## src/rtl/uart_pkg.sv

```systemverilog
// Shared UART receive definitions: FSM state encoding, default rates and 8N1 frame shape.
// Pure declarations; no logic, no latency or flow control of its own.
package uart_pkg;

  typedef enum logic [2:0] {
    ST_IDLE,
    ST_START,
    ST_DATA,
    ST_STOP,
    ST_GAP,
    ST_BREAK
  } rx_state_e;

  localparam int OVERSAMPLE_DEF   = 16;
  localparam int TIMEOUT_BITS_DEF = 20;

  localparam int DATA_BITS = 8;
  localparam int STOP_BITS = 1;
  localparam int WORD_BITS = 2 * DATA_BITS;

endpackage

```

## src/rtl/uart_rx_sync.sv

```systemverilog
// 2-FF line synchroniser (flops reset high) with a registered-history falling-edge detect.
// Edge reported 2 cycles after the line falls; no flow control, samples every cycle.
module uart_rx_sync (
  input  logic clk_i,
  input  logic rst_ni,
  input  logic d_i,
  output logic q_o,
  output logic fall_o
);

  logic s1_q;
  logic s2_q;
  logic prev_q;
  logic primed_q;
  logic armed_q;

  // armed_q stays low until a real high has been captured, so a line held low
  // through reset release is not mistaken for a start edge
  always_ff @(posedge clk_i) begin
    if (!rst_ni) begin
      s1_q     <= 1'b1;
      s2_q     <= 1'b1;
      prev_q   <= 1'b1;
      primed_q <= 1'b0;
      armed_q  <= 1'b0;
    end else begin
      s1_q     <= d_i;
      s2_q     <= s1_q;
      prev_q   <= s2_q;
      primed_q <= 1'b1;
      armed_q  <= armed_q | (primed_q & s1_q);
    end
  end

  assign q_o    = s2_q;
  assign fall_o = armed_q & prev_q & ~s2_q;

endmodule

```

## src/rtl/uart_rx_word.sv

```systemverilog
// Receives two back-to-back 8N1 bytes and emits one 16-bit word with a 1-cycle valid pulse.
// valid lands 1 cycle after the byte-1 stop sample; no backpressure, consumer must take the pulse.
module uart_rx_word
  import uart_pkg::*;
#(
  parameter int OVERSAMPLE   = OVERSAMPLE_DEF,
  parameter int TIMEOUT_BITS = TIMEOUT_BITS_DEF
) (
  input  logic                 clk_153k6hz,
  input  logic                 rst_n,
  input  logic                 rx,
  output logic [WORD_BITS-1:0] data,
  output logic                 valid,
  output logic                 frame_err,
  output logic                 timeout_err
);

  localparam int CW        = $clog2(OVERSAMPLE);
  localparam int GAP_LIMIT = TIMEOUT_BITS * OVERSAMPLE;
  localparam int GW        = $clog2(GAP_LIMIT + 1);

  localparam logic [CW-1:0] HALF_M1  = CW'(OVERSAMPLE / 2 - 1);
  localparam logic [CW-1:0] FULL_M1  = CW'(OVERSAMPLE - 1);
  localparam logic [GW-1:0] GAP_END  = GW'(GAP_LIMIT);
  localparam logic [2:0]    LAST_BIT = 3'(DATA_BITS - 1);

  logic line;
  logic fall;

  uart_rx_sync u_sync (
    .clk_i  (clk_153k6hz),
    .rst_ni (rst_n),
    .d_i    (rx),
    .q_o    (line),
    .fall_o (fall)
  );

  rx_state_e                state_q, state_d;
  logic [CW-1:0]            cnt_q, cnt_d;
  logic [2:0]               bit_q, bit_d;
  logic                     idx_q, idx_d;
  logic [DATA_BITS-1:0]     shift_q, shift_d;
  logic [DATA_BITS-1:0]     byte0_q, byte0_d;
  logic [GW-1:0]            gap_q, gap_d;
  logic [WORD_BITS-1:0]     data_q, data_d;
  logic                     valid_q, valid_d;
  logic                     ferr_q, ferr_d;
  logic                     terr_q, terr_d;

  always_ff @(posedge clk_153k6hz) begin
    if (!rst_n) begin
      state_q <= ST_IDLE;
      cnt_q   <= '0;
      bit_q   <= '0;
      idx_q   <= 1'b0;
      shift_q <= '0;
      byte0_q <= '0;
      gap_q   <= '0;
      data_q  <= '0;
      valid_q <= 1'b0;
      ferr_q  <= 1'b0;
      terr_q  <= 1'b0;
    end else begin
      state_q <= state_d;
      cnt_q   <= cnt_d;
      bit_q   <= bit_d;
      idx_q   <= idx_d;
      shift_q <= shift_d;
      byte0_q <= byte0_d;
      gap_q   <= gap_d;
      data_q  <= data_d;
      valid_q <= valid_d;
      ferr_q  <= ferr_d;
      terr_q  <= terr_d;
    end
  end

  always_comb begin
    state_d = state_q;
    cnt_d   = cnt_q;
    bit_d   = bit_q;
    idx_d   = idx_q;
    shift_d = shift_q;
    byte0_d = byte0_q;
    gap_d   = gap_q;
    data_d  = data_q;
    valid_d = 1'b0;
    ferr_d  = 1'b0;
    terr_d  = 1'b0;

    case (state_q)
      ST_IDLE: begin
        if (fall) begin
          state_d = ST_START;
          cnt_d   = '0;
          idx_d   = 1'b0;
        end
      end

      ST_START: begin
        if (cnt_q == HALF_M1) begin
          cnt_d   = '0;
          bit_d   = '0;
          state_d = line ? ST_IDLE : ST_DATA;
        end else begin
          cnt_d = cnt_q + 1'b1;
        end
      end

      ST_DATA: begin
        if (cnt_q == FULL_M1) begin
          cnt_d   = '0;
          shift_d = {line, shift_q[DATA_BITS-1:1]};
          if (bit_q == LAST_BIT) begin
            state_d = ST_STOP;
          end else begin
            bit_d = bit_q + 1'b1;
          end
        end else begin
          cnt_d = cnt_q + 1'b1;
        end
      end

      // Falling edges here are ignored; the stop sample decides first
      ST_STOP: begin
        if (cnt_q == FULL_M1) begin
          cnt_d = '0;
          if (!line) begin
            ferr_d  = 1'b1;
            state_d = ST_BREAK;
          end else if (!idx_q) begin
            byte0_d = shift_q;
            gap_d   = '0;
            state_d = ST_GAP;
          end else begin
            data_d  = {shift_q, byte0_q};
            valid_d = 1'b1;
            state_d = ST_IDLE;
          end
        end else begin
          cnt_d = cnt_q + 1'b1;
        end
      end

      ST_GAP: begin
        if (fall) begin
          state_d = ST_START;
          cnt_d   = '0;
          idx_d   = 1'b1;
        end else if (gap_q == GAP_END) begin
          terr_d  = 1'b1;
          state_d = ST_IDLE;
        end else begin
          gap_d = gap_q + 1'b1;
        end
      end

      ST_BREAK: begin
        if (line) begin
          state_d = ST_IDLE;
        end
      end

      default: state_d = ST_IDLE;
    endcase
  end

  assign data        = data_q;
  assign valid       = valid_q;
  assign frame_err   = ferr_q;
  assign timeout_err = terr_q;

endmodule

```

## config.mk

```make
export PLATFORM = sky130hd
export DESIGN_NAME = uart_rx_word
export DESIGN_NICKNAME = d
export VERILOG_FILES = /design/src/rtl/uart_pkg.sv /design/src/rtl/uart_rx_sync.sv /design/src/rtl/uart_rx_word.sv
export SDC_FILE = /design/constraint.sdc
export NUM_CORES = 1
export LEC_CHECK = 0
export BUFFER_PORTS_ARGS = -buffer_cell sky130_fd_sc_hd__buf_2
export CELL_PAD_IN_SITES_DETAIL_PLACEMENT = 0
export CELL_PAD_IN_SITES_GLOBAL_PLACEMENT = 1
export CORE_AREA = 2 2 85 96
export DETAILED_ROUTE_END_ITERATION = 10
export DIE_AREA = 0 0 87 98
export HOLD_SLACK_MARGIN = 0.08
export PLACE_DENSITY_LB_ADDON = 0.1
export SYNTH_ARGS = -nofsm -noshare
export SYNTH_HDL_FRONTEND = slang
export SYNTH_SLANG_ARGS = --single-unit
```

## constraint.sdc

```tcl
create_clock -name clk_153k6hz -period 2.2 [get_ports clk_153k6hz]
set_clock_uncertainty 0.2 [all_clocks]
set_input_delay 0.44 -clock clk_153k6hz [delete_from_list [all_inputs] [get_ports clk_153k6hz]]
set_output_delay 0.44 -clock clk_153k6hz [all_outputs]
set_load 0.1 [all_outputs]
```

==> summary.md, run 1 <==
| Metric | Value |
|---|---|
| Starting density of the core | `0.339` |
| Setup TNS | `0 ps` |
| Max-cap viol count | `0` |
| Max clock buf depth | `2` |
| Placed Area | `2900 µm²` |
| Layout Nets | `317` |
| Syn Inst Count | `271` |
| Syn-to-layout area delta | `22.0%` |
| I/O Pins | `22` |
| Row count | `34` |
| First-pass GRT wire length | `about 10 mm` |
| Clock-pin slew of the registers on the worst-case setup and hold paths | `70 ps` |
| CP Max Fanout | `9` |
| # DRC | `0` |
| DIE AREA | `8530 µm²` |
| Layout cells sized above 1 | `0.204` |
| Most Crowded Layer GR | `met2` |
| GR Util met1 | `0.189` |
| PwrDens | `788 nW/µm²` |
| Count of pins over their slew limit | `0` |
| Final Util | `0.414` |
| Post-Place Worst Slack | `32.5 ps` |
| Final setup violation count | `0` |
| Sinks on Clock Net | `60` |
| Worst Tran Pin Value | `approximately 500 ps` |
| WHS | `around 240 ps` |
| Number of synthesized flops with an enable pin | `0` |
| CTS Buf Count | `9` |
| RD Place Congestion | `0.789` |
| Synth Cell Area | `2580 µm²` |
| # diodes | `0` |
| Worst Path Arrival | `2070 ps` |
| Ys Warns | `0` |
| Syn Nets | `279` |
| Initial drt markers | `between 80 and 90` |
| Initial antenna violation count | `0` |
| RSZ-0062 raised after global routing | `no` |
| Grt ovf | `0` |
| Die Width | `87 µm` |
| Vias in the first global route | `1981` |
| Worst Slack Setup Final | `181 ps` |
| Die height | `98 µm` |
| Met2 Use GR | `0.230` |
| Worst hold path type | `primary input to flip-flop` |
| Core area | `7610 µm²` |
| Largest net degree at the start of global routing | `29` |
| Register bit total from synthesis | `60` |
| Fin crit share | `0.918` |
| Clk_lat worst skew | `roughly 330 ps` |
| CTS tree | `done` |
| CTS Root Cell | `clkbuf_8` |
| Rel. slew slack | `0.675` |
| CP Launch Type | `flip-flop` |
| CP Capture Type | `flip-flop` |
| Buffers on Ports | `21` |
| Post-synthesis sequential area ratio | `0.465` |
| Post-Syn Area per Cell | `9.54 µm²` |
| Final worst path period need | `2020 ps` |
| Via-per-instance ratio | `5.07` |
| Worst IR Drop VDD | `0.280 mV` |
| M3 GR Usage | `0.0507` |
| Number of distinct library cells after synthesis | `44` |
| Fin area | `roughly 3200 µm²` |
| Req. time, crit path | `2250 ps` |
| Lkg Pwr | `1.18 nW` |
| Pre-Repair DR Iteration Count | `6` |
| WS Path Type | `flip-flop to flip-flop` |
| FMAX | `just under 0.5 GHz` |
| Asr flop ratio synth | `0` |
| Final hold vios | `0` |
| All-Layer GR Usage | `0.148` |
| DRT Wirelength | `5.77 mm` |
| Number of H-tree levels | `3` |
| Vias | `2050` |
| Dpl hpwl | `3.95 mm` |
| Status | `complete, no violations` |
| Drt wl/cell | `14.3 µm` |
| ANT nets after route | `0` |
| Main synth FF type | `dfxtp_1` |
## placed cells by master (no fill, tap or decap), drive strengths merged, types with 2 or more instances in the layout
master  Yosys  layout
dfxtp      60      60
nor2       47      47
buf         4      41
mux2i      40      40
nand2      16      16
clkbuf     11      12
nor3        7       7
nand3       6       6
a21oi       6       6
a311oi      6       6
a31oi       6       6
o21ai       5       5
ha          5       5
inv         4       4
nand3b      4       4
nand2b      4       4
o22ai       4       4
or3b        4       4
nor4        3       3
nor4b       2       2
and3b       2       2
and3        2       2
a211oi      2       2
o32ai       2       2
nor3b       2       2
and2        2       2
o211ai      2       2
bufinv      0       2
clkinv      1       2
nor4bb      2       2
## Yosys cell counts (3+ instances only)
| cell type | n | share of area |
|---|---|---|
| dfxtp_1 | 60 | 0.46 |
| nor2_1 | 46 | 0.067 |
| mux2i_1 | 40 | 0.15 |
| nand2_1 | 16 | 0.023 |
| clkbuf_1 | 11 | 0.016 |
| a21oi_1 | 6 | 0.012 |
| a311oi_1 | 6 | 0.020 |
| a31oi_1 | 6 | 0.015 |
| nand3_1 | 6 | 0.012 |
| nor3_1 | 6 | 0.012 |
| ha_1 | 5 | 0.024 |
| o21ai_0 | 5 | 0.0097 |
| inv_1 | 4 | 0.0058 |
| nand2b_1 | 4 | 0.0097 |
| nand3b_1 | 4 | 0.012 |
| o22ai_1 | 4 | 0.0097 |
| nor4_1 | 3 | 0.0073 |
| or3b_2 | 3 | 0.010 |
## metrics by stage
stage	power, mW	instances
global placement	1.39	387
global route	2.62	404
floorplan	1.31	271
CTS	2.51	404
finish	2.48	404
detailed placement	1.39	387
## worst max-delay path: stages, from the launching register on
cell	delay, ps
dfxtp_1	380
or3b_1	540
o22ai_1	330
a21oi_1	70
buf_4	180
a311oi_1	240
## registers in the layout (all words and copies together) (netlist names)
register,cells
u_sync.primed_q,1
byte0_q,8
u_sync.q_o,1
bit_q,3
frame_err,1
shift_q,8
u_sync.s1_q,1
u_sync.armed_q,1
idx_q,1
u_sync.prev_q,1
gap_q,9
cnt_q,4
state_q,3
valid,1
data,16
timeout_err,1
## kinds of logic after synthesis
family | after synthesis | share of synthesized area
and+or+nand+nor | 108 | 0.217
xor gates and xnor gates | 1 | 0.00339
buffers and inverters | 20 | 0.0358
AOI/OAI and AO/OA | 37 | 0.0997
DFF | 60 | 0.465
muxes | 40 | 0.155
adders and majority gates | 5 | 0.0242
## power by group
group	internal [mW]	switching [mW]	total, mW	leakage [nW]
logic	0.118	0.136	0.254	0.591
registers	1.11	0.0166	1.12	0.485
clock network	0.668	0.438	1.11	0.107
## per-layer routing
metal	wire length (µm)	vias up
met5	0	-
met4	76	0
met3	206	8
met2	2720	31
met1	2770	962
li1	-	1049
## area by class of cell
class,count,area [µm²]
multi-input cells,191,1330
repair buffers,42,278
fillers,777,4460
well taps,90,113
clock inverters,4,72.6
clock buffers,12,145
inverters,5,18.8
flip-flops and latches,60,1200
## worst paths after layout
path           endpoint  slack, ps         from  depth (start not counted)
min reg2reg  u_sync.q_o        250  u_sync.s1_q                          1
max reg2reg    gap_q[4]        180   state_q[1]                          5
min               valid        240        rst_n                          3
max            gap_q[4]        180   state_q[1]                          5
## repair_timing
action                                 4_1_cts  5_1_grt
gates resized for setup                      0        3
setup buffers                                0        0
setup endpoints to repair                    0        3
endpoints found under the hold margin        1        0
hold buffers                                 1        0
Power figures use the tool's default switching activity.
==> inputs of run 2 (changes only) <==
- ABC_CLOCK_PERIOD_IN_PS: default -> 2200
- CORE_AREA: 2 2 85 96 -> 2 2 79 89
- CTS_CLUSTER_SIZE: default -> 30
- DIE_AREA: 0 0 87 98 -> 0 0 81 91
==> run 2 against run 1 <==
  * Critical path depth grew 1
  * Cell area fell by 1.5%
  * Sequential share of layout area grew 0.64 points
  * Setup slack better by 38 ps
  * Clock power fell by 15%
  * Combinational power decreased by 6%
  * Global-route usage rose by 2.2 points
  * Highest routed layer unchanged
  * Non-clock buffer count is 2 lower
  * Clock-buffer cell count fell by 1
==> summary.md, run 2 (synthesis gave the netlist of run 1 again) <==
| Metric | Value |
|---|---|
| I/O Pins | `22` |
| Worst Setup SP | `gap_q[1]` |
| Fillers | `~670` |
| Clk_lat worst skew | `330 ps` |
| All-Layer GR Usage | `0.170` |
| Dpl hpwl | `3.68 mm` |
| Sinks on Clock Net | `60` |
| Status | `complete, no violations` |
| Largest net degree at the start of global routing | `38` |
| Min-delay src | `rst_n` |
| Worst hold path type | `primary input to flip-flop` |
| Max reg flops | `16` |
| RSZ-0062 raised after global routing | `no` |
| Clock-pin slew of the registers on the worst-case setup and hold paths | `70 ps` |
| Initial drt markers | `~110` |
| Final worst path period need | `1980 ps` |
| CTS tree | `done` |
| Final setup violation count | `0` |
| Worst R2R End | `state_q[0]` |
| Final hold vios | `0` |
| Via-per-instance ratio | `5.13` |
| Row count | `31` |
| Lkg Pwr | `1.16 nW` |
| # DRC | `0` |
| CTS Buf Count | `9` |
| Hold path cells | `3` |
| FMAX | `0.505 GHz` |
| PwrDens | `749 nW/µm²` |
| Vias in the first global route | `1966` |
| Syn-to-layout area delta | `20.1%` |
| WS Path Type | `flip-flop to flip-flop` |
| CP Max Fanout | `5` |
| CP Launch Type | `flip-flop` |
| WHS Endpoint | `valid` |
| Reg-to-reg startpoint | `gap_q[1]` |
| Worst IR Drop VDD | `roughly 0.42 mV` |
| Layout Cells excl Fill | `394` |
| Number of H-tree levels | `3` |
| Worst Tran Pin Value | `491 ps` |
| Max clock buf depth | `2` |
| DIE AREA | `between 7000 and 8000 µm²` |
| Most frequent cells in the layout | `59 x dfxtp_1, 46 x nor2_1, 40 x mux2i_1` |
| Die height | `91 µm` |
| Reg2Reg Depth | `6` |
| Vias | `just over 2000` |
| # diodes | `0` |
| ANT nets after route | `0` |
| Starting density of the core | `0.401` |
| Initial antenna violation count | `0` |
| CP Capture Type | `flip-flop` |
| Max-cap viol count | `0` |
| Drt wl/cell | `14.1 µm` |
| Final Util | `0.482` |
| Fin crit share | `0.900` |
| Rel. slew slack | `0.675` |
| Grt ovf | `0` |
| Core area | `6440 µm²` |
| R2r setup slk | `220 ps` |
| Cells after DPL | `377` |
| Buffers on Ports | `21` |
| Req. time, crit path | `between 2000 and 2500 ps` |
| DRT Wirelength | `5.56 mm` |
| Most common cell after layout, fill and taps aside | `dfxtp_1` |
| Layout cells sized above 1 | `0.208` |
| Layout Nets | `between 300 and 400` |
| CTS Root Cell | `clkbuf_8` |
| Die Width | `81 µm` |
| RD Place Congestion | `~0.8` |
| Worst Path Arrival | `2050 ps` |
| First-pass GRT wire length | `~9.5 mm` |
| Pre-Repair DR Iteration Count | `4` |
| Count of pins over their slew limit | `0` |
[run 2: area by class of cell]
class,instances,area [µm²],share of cell area
timing repair buffer,40,263,0.0846
multi-input combinational,191,1330,0.430
tap,82,103,0.0331
clock inverter,5,52.6,0.0169
inverter,5,18.8,0.00605
clock buffer,11,131,0.0423
sequential,60,1200,0.387
[run 2: worst max path at each step]
stage                     cells after the start         end  slack (ps)
after floorplan                               6    data[11]         170
after global placement                        6  state_q[0]          30
after detailed placement                      6  state_q[0]          -2
after CTS                                     6  state_q[0]         100
after global routing                          6  state_q[2]          30
final                                         6  state_q[0]         220
[run 2: per-stage QoR]
step	area, µm²	hold slack (ps)	TNS (ps)	power, mW	setup WS [ps]
floorplan	2580	211	0	1.31	168
detailed placement	2870	236	-2.25	1.39	-2.25
CTS	3080	202	0	2.34	96.9
global placement	2870	241	0	1.39	31.8
finish	3100	206	0	2.32	219
global route	3100	229	0	2.44	26.5
[run 2: what timing repair did]
item / CTS / global route
hold buffers: 1 / 0
gates resized for setup: 2 / 4
setup buffers: 0 / 0
endpoints found under the hold margin: 1 / 0
setup endpoints to repair: 5 / 6
[run 2: routing by layer]
metal | GRT usage | part of all wire
met5 | 0 | 0
met4 | 0.0932 | 0.027
met3 | 0.0398 | 0.025
met2 | 0.260 | 0.48
met1 | 0.217 | 0.47
[run 2: power breakdown]
part | switching [mW] | internal (mW) | total (mW) | leakage (nW)
registers | 0.0283 | 1.11 | 1.14 | 0.485
clock network | 0.429 | 0.518 | 0.946 | 0.0931
logic | 0.125 | 0.116 | 0.240 | 0.581
[run 2: worst max-delay path, cell delays in order, from the launching register on]
cell	delay, ps
dfxtp_1	340
inv_1	90
ha_1	150
nor4bb_4	330
nand3_1	170
a2111oi_4	430
mux2i_1	210
